File: src/rtl/mem_port_arbiter.sv
// Two-master arbiter for one synchronous RAM port: the CPU has priority, aux waits a bounded time,
// and the CPU can lock out aux for atomic sequences. Read data returns through a tag pipeline.
module mem_port_arbiter #(
    parameter int ADDR_W       = 10,
    parameter int DATA_W       = 16,
    parameter int RD_LAT       = 1,
    parameter int MAX_AUX_WAIT = 4
) (
    input  logic              clk,
    input  logic              reset,
    input  logic              cpu_req,
    input  logic              cpu_we,
    input  logic [ADDR_W-1:0] cpu_addr,
    input  logic [DATA_W-1:0] cpu_wdata,
    input  logic              cpu_lock,
    output logic              cpu_gnt,
    output logic              cpu_rvalid,
    output logic [DATA_W-1:0] cpu_rdata,
    input  logic              aux_req,
    input  logic              aux_we,
    input  logic [ADDR_W-1:0] aux_addr,
    input  logic [DATA_W-1:0] aux_wdata,
    output logic              aux_gnt,
    output logic              aux_rvalid,
    output logic [DATA_W-1:0] aux_rdata,
    output logic              mem_en,
    output logic              mem_we,
    output logic [ADDR_W-1:0] mem_addr,
    output logic [DATA_W-1:0] mem_wdata,
    input  logic [DATA_W-1:0] mem_rdata,
    output logic              locked
);

    localparam int               CNT_W    = $clog2(MAX_AUX_WAIT + 1);
    localparam logic [CNT_W-1:0] WAIT_MAX = CNT_W'(MAX_AUX_WAIT);
    localparam logic             OWN_CPU  = 1'b0;
    localparam logic             OWN_AUX  = 1'b1;

    typedef enum logic {OPEN, LOCKED} state_t;

    state_t           state, state_nxt;
    logic [CNT_W-1:0] wait_cnt;
    logic             sel_cpu, sel_aux;
    logic             vld_p [1:RD_LAT];
    logic             own_p [1:RD_LAT];

    function automatic logic [CNT_W-1:0] sat_inc(input logic [CNT_W-1:0] v);
        return (v == WAIT_MAX) ? v : v + CNT_W'(1);
    endfunction

    always_comb begin
        state_nxt = state;
        sel_cpu   = 1'b0;
        sel_aux   = 1'b0;
        case (state)
            OPEN: begin
                if (cpu_req && aux_req) begin
                    if (wait_cnt == WAIT_MAX) sel_aux = 1'b1;
                    else                      sel_cpu = 1'b1;
                end else begin
                    sel_cpu = cpu_req;
                    sel_aux = aux_req;
                end
                if (sel_cpu && cpu_lock) state_nxt = LOCKED;
            end
            LOCKED: begin
                sel_cpu = cpu_req;
                if (!cpu_lock) state_nxt = OPEN;
            end
            default: state_nxt = OPEN;
        endcase
    end

    // Grants are masked while reset is held so nothing reaches the RAM mid-reset.
    assign cpu_gnt = sel_cpu & reset;
    assign aux_gnt = sel_aux & reset;
    assign locked  = (state == LOCKED);

    always_comb begin
        mem_en    = cpu_gnt | aux_gnt;
        mem_we    = 1'b0;
        mem_addr  = '0;
        mem_wdata = '0;
        if (cpu_gnt) begin
            mem_we    = cpu_we;
            mem_addr  = cpu_addr;
            mem_wdata = cpu_wdata;
        end else if (aux_gnt) begin
            mem_we    = aux_we;
            mem_addr  = aux_addr;
            mem_wdata = aux_wdata;
        end
    end

    always_ff @(posedge clk or negedge reset) begin
        if (!reset) begin
            state    <= OPEN;
            wait_cnt <= '0;
        end else begin
            state    <= state_nxt;
            wait_cnt <= (aux_req && !aux_gnt) ? sat_inc(wait_cnt) : '0;
        end
    end

    // Stage 1..RD_LAT: read tag travels with the RAM latency
    always_ff @(posedge clk or negedge reset) begin
        if (!reset) begin
            for (int i = 1; i <= RD_LAT; i++) begin
                vld_p[i] <= 1'b0;
                own_p[i] <= OWN_CPU;
            end
        end else begin
            vld_p[1] <= mem_en & ~mem_we;
            own_p[1] <= aux_gnt ? OWN_AUX : OWN_CPU;
            for (int i = 2; i <= RD_LAT; i++) begin
                vld_p[i] <= vld_p[i-1];
                own_p[i] <= own_p[i-1];
            end
        end
    end

    // Return stage: capture RAM data into the owner's register
    always_ff @(posedge clk or negedge reset) begin
        if (!reset) begin
            cpu_rvalid <= 1'b0;
            aux_rvalid <= 1'b0;
            cpu_rdata  <= '0;
            aux_rdata  <= '0;
        end else begin
            cpu_rvalid <= vld_p[RD_LAT] && (own_p[RD_LAT] == OWN_CPU);
            aux_rvalid <= vld_p[RD_LAT] && (own_p[RD_LAT] == OWN_AUX);
            if (vld_p[RD_LAT] && (own_p[RD_LAT] == OWN_CPU)) cpu_rdata <= mem_rdata;
            if (vld_p[RD_LAT] && (own_p[RD_LAT] == OWN_AUX)) aux_rdata <= mem_rdata;
        end
    end

endmodule

File: config.mk
export PLATFORM = sky130hd
export DESIGN_NAME = mem_port_arbiter
export DESIGN_NICKNAME = d
export VERILOG_FILES = /design/src/rtl/mem_port_arbiter.sv
export SDC_FILE = /design/constraint.sdc
export NUM_CORES = 1
export LEC_CHECK = 0
export BUFFER_PORTS_ARGS = -buffer_cell sky130_fd_sc_hd__clkbuf_2
export CAP_MARGIN = 25
export CELL_PAD_IN_SITES_DETAIL_PLACEMENT = 0
export CELL_PAD_IN_SITES_GLOBAL_PLACEMENT = 1
export CORE_AREA = 2 2 88 81
export DETAILED_ROUTE_END_ITERATION = 10
export DIE_AREA = 0 0 90 83
export PLACE_DENSITY_LB_ADDON = 0.25
export SYNTH_ARGS = -nofsm -noshare
export SYNTH_HDL_FRONTEND = slang
export SYNTH_SLANG_ARGS = --single-unit
File: constraint.sdc
create_clock -name clk -period 1.9 [get_ports clk]
set_input_delay 0.38 -clock clk [delete_from_list [all_inputs] [get_ports clk]]
set_output_delay 0.38 -clock clk [all_outputs]
set_load 0.005 [all_outputs]
==> impl_metrics.py <==
metrics = {
    "worst_setup_path": {
        "critical_path_class": "flop to primary output",
        "critPathCaptureType": "primary output",
        "critPathTopFamily": "simple AND/OR/NAND/NOR gates",
        "rr_worst_depth": 7,
        "rrSetupSlack_ns": 0.47,
        "cp.required_ns": 1.52,
        "critPathMaxFanout": 14,
        "crit_buf_inv": 2,
        "cp-startpoint": "wait_cnt[0]",
        "crit_path_end": "mem_addr[5]",
        "cp-start-kind": "flop",
        "crit_cells": 6,
        "r2r-end": "wait_cnt[2]",
        "worst_path_max_delay_cell": "dfrtp_1",
        "r2r-start": "wait_cnt[0]",
        "worst-endpoint-arrival_ns": 1.77,
        "path_cells": "inv_2 > ha_4 > nand4b_1 > and3_4 > a22o_1 > clkbuf_2",
        "cp_slowest_stage_delay_ns": 0.39,
    },
    "timing": {
        "fmax_mhz": 464,
        "final.setup_skew_ns": 0.00664,
        "slew-limit-headroom_pct": 69.1,
        "hold_viol": 0,
        "fin_crit_sh_pct": 113,
        "setup_viol": 29,
        "fin_ws_ns": -0.253,
        "grt_setup_unrepaired": "true",
        "period_minus_slack_ns": 2.15,
        "worst_pin_slew_ns": 0.464,
        "drv_slew": 0,
    },
    "final_layout": {
        "ff_latch_area_um2": 1000,
        "nNetsFinal": 366,
        "fillers": 662,
        "drive_gt1_share_pct": 57.6,
        "fin_area_um2": 2860,
        "diodes": 0,
        "utilization_pct": 43.8,
        "area_growth_pct": 54.9,
        "stdcell_count": 380,
        "multi_input_area_um2": 813,
    },
    "detailed_routing": {
        "wl_um": 5680,
        "antenna_left": 0,
        "num_vias": 1689,
        "wire_per_inst_um": 15.0,
        "via_per_inst": 4.44,
        "drt-pass1-iter-count": 7,
        "drt_iter0_drc": 38,
        "drc": 0,
    },
    "global_route": {
        "gr-total-overflow": 0,
        "busiest_layer": "met2",
        "antenna_found_initial": 0,
        "grt.total_usage_pct": 14.4,
        "grtUsageMet3_pct": 3.54,
        "grt_max_degree": 39,
        "grt_pass1_wl_um": 8780,
        "grtUsageMet2_pct": 24.0,
        "global_route.usage.met1_pct": 19.1,
        "grt_pass1_vias": 1689,
    },
    "synthesis": {
        "synth_edf_count": 0,
        "synth_common_cells": "dfrtp_1 (40), mux2_1 (32), a22o_1 (27)",
        "synthArstFlopShare_pct": 100,
        "seq_area_frac_synth_pct": 54.3,
        "synth_fp_nets": 213,
        "synth_area_leader_cell": "dfrtp_1",
        "synth_seq_cells": 40,
        "yosysTopAreaCellShare_pct": 54.3,
        "yosysWarnings": 0,
        "yosysMostFrequentCell": "dfrtp_1",
        "synth.area.top_cells": "dfrtp_1 (54%), mux2_1 (20%), a22o_1 (13%)",
        "yosysUniqueCellTypes": 22,
        "synthCells": 136,
        "ys.flop_type": "dfrtp_1",
        "synth.avg_cell_area_um2": 13.6,
        "netlist_area_um2": 1840,
    },
    "clock_network": {
        "cts.sinks": 40,
        "cts_max_path_buffers": 2,
        "insertion_delay_ns": 0.28,
        "htreeDepth": 2,
        "root_buffer": "clkbuf_8",
        "cts_tree": "yes",
        "numCtsBuffers": 5,
        "clk_pin_slew_ns": 0.07,
    },
    "floorplanning": {
        "core_um2": 6520,
        "start_util_pct": 28.3,
        "die_y_um": 83,
        "ios": 140,
        "row_count": 28,
        "design.die.area_um2": 7470,
        "die_x_um": 90,
    },
    "placement": {
        "place_area_um2": 2680,
        "placedCellCount": 365,
        "pre_cts_slack_ns": 0.00553,
        "io_buffers": 139,
        "place.gp.congestion": 0.793,
        "hpwl_um": 4290,
    },
    "power": {
        "power_density_nw_per_um2": 824,
        "p_total_uw": 2350,
        "p_leak_uw": 0.00150,
        "ir_worst_vdd_uv": 418,
    },
    "job": {
        "maxCapViolCount": 0,
    },
    "run_status": {
        "status": "finished, violations left",
        "violations": "setup timing",
    },
    "min_path": {
        "hold_class": "input port to asynchronous set/reset pin",
    },
}
==> layout make-up <==
| type | instances | share of cell area (%) |
|---|---|---|
| clock buffer | 7 | 3.02 |
| clock inverter | 1 | 0.263 |
| inverter | 4 | 0.526 |
| multi-input combinational | 85 | 28.5 |
| sequential | 40 | 35.1 |
| tap | 90 | 3.94 |
| timing repair buffer | 153 | 28.7 |
==> how the worst min path moves through the flow <==
stage                            start       endpoint  slack (ns)  cells past startpoint
final                            reset  cpu_rdata[10]        0.31                      2
after global routing      mem_rdata[8]   aux_rdata[8]        0.31                      2
after CTS                        reset   cpu_rdata[8]        0.25                      2
after detailed placement         reset          vld_p        0.21                      1
after global placement           reset          vld_p        0.21                      1
after floorplan                  reset   aux_rdata[0]        0.08                      0
==> cells in the final DEF, fill, tap and decap left out, types with 2 or more instances in the layout <==
| cell type | instances |
|---|---|
| buf_4 | 11 |
| nor2b_1 | 3 |
| and3_4 | 3 |
| nor3b_1 | 2 |
| clkbuf_8 | 6 |
| dfrtp_1 | 40 |
| inv_1 | 2 |
| a22o_1 | 27 |
| nor2_1 | 2 |
| clkbuf_2 | 139 |
| mux2_1 | 32 |
| nand2_1 | 2 |
| inv_2 | 2 |
==> cells by family after synthesis <==
kind of cell               share of synthesized area (%)
AOI/OAI and AO/OA                                   14.3
adders and majority gates                           1.36
buffers and inverters                               4.28
muxes                                               20.1
and+or+nand+nor                                     5.16
xor gates and xnor gates                           0.475
DFF                                                 54.3
==> what timing repair did <==
item | CTS | global route
hold buffers | 1 | 0
endpoints found under the setup margin | 28 | 29
pin swaps | 2 | 19
buffers inserted | 1 | 4
endpoints found under the hold margin | 2 | 0
resized for setup | 2 | 8
gates cloned | 0 | 2
==> registers in the layout, indices dropped and copies added, names as in the netlist <==
name,count
aux_rvalid,1
vld_p,1
cpu_rvalid,1
wait_cnt,3
cpu_rdata,16
aux_rdata,16
own_p,1
locked,1
==> routing by layer <==
layer	vias to the layer above	wire length (um)
met1	817	2660
met5	-	0
met4	0	23
met3	4	210
li1	818	-
met2	50	2790
==> worst register-to-register path, delay by kind of cell (launching register included) <==
kind,cells,cell delay (ns)
and+or+nand+nor,2,0.38
DFF,1,0.36
buffers and inverters,3,0.36
adders and majority gates,1,0.16
AOI/OAI and AO/OA,1,0.07
==> report_power, final <==
group	switching, uW	internal [uW]	leakage, uW
clock network	271	295	0.0000445
logic	283	378	0.000978
registers	88.2	1040	0.000479
==> metrics by stage <==
| stage | hold WS, ns | TNS [ns] |
|---|---|---|
| after global placement | 0.211 | 0 |
| after global routing | 0.306 | -8.68 |
| after detailed placement | 0.213 | 0 |
| after CTS | 0.255 | -4.47 |
| after floorplan | 0.0844 | 0 |
| final | 0.306 | -6.19 |
No activity file was read; power rests on OpenSTA's default activity.
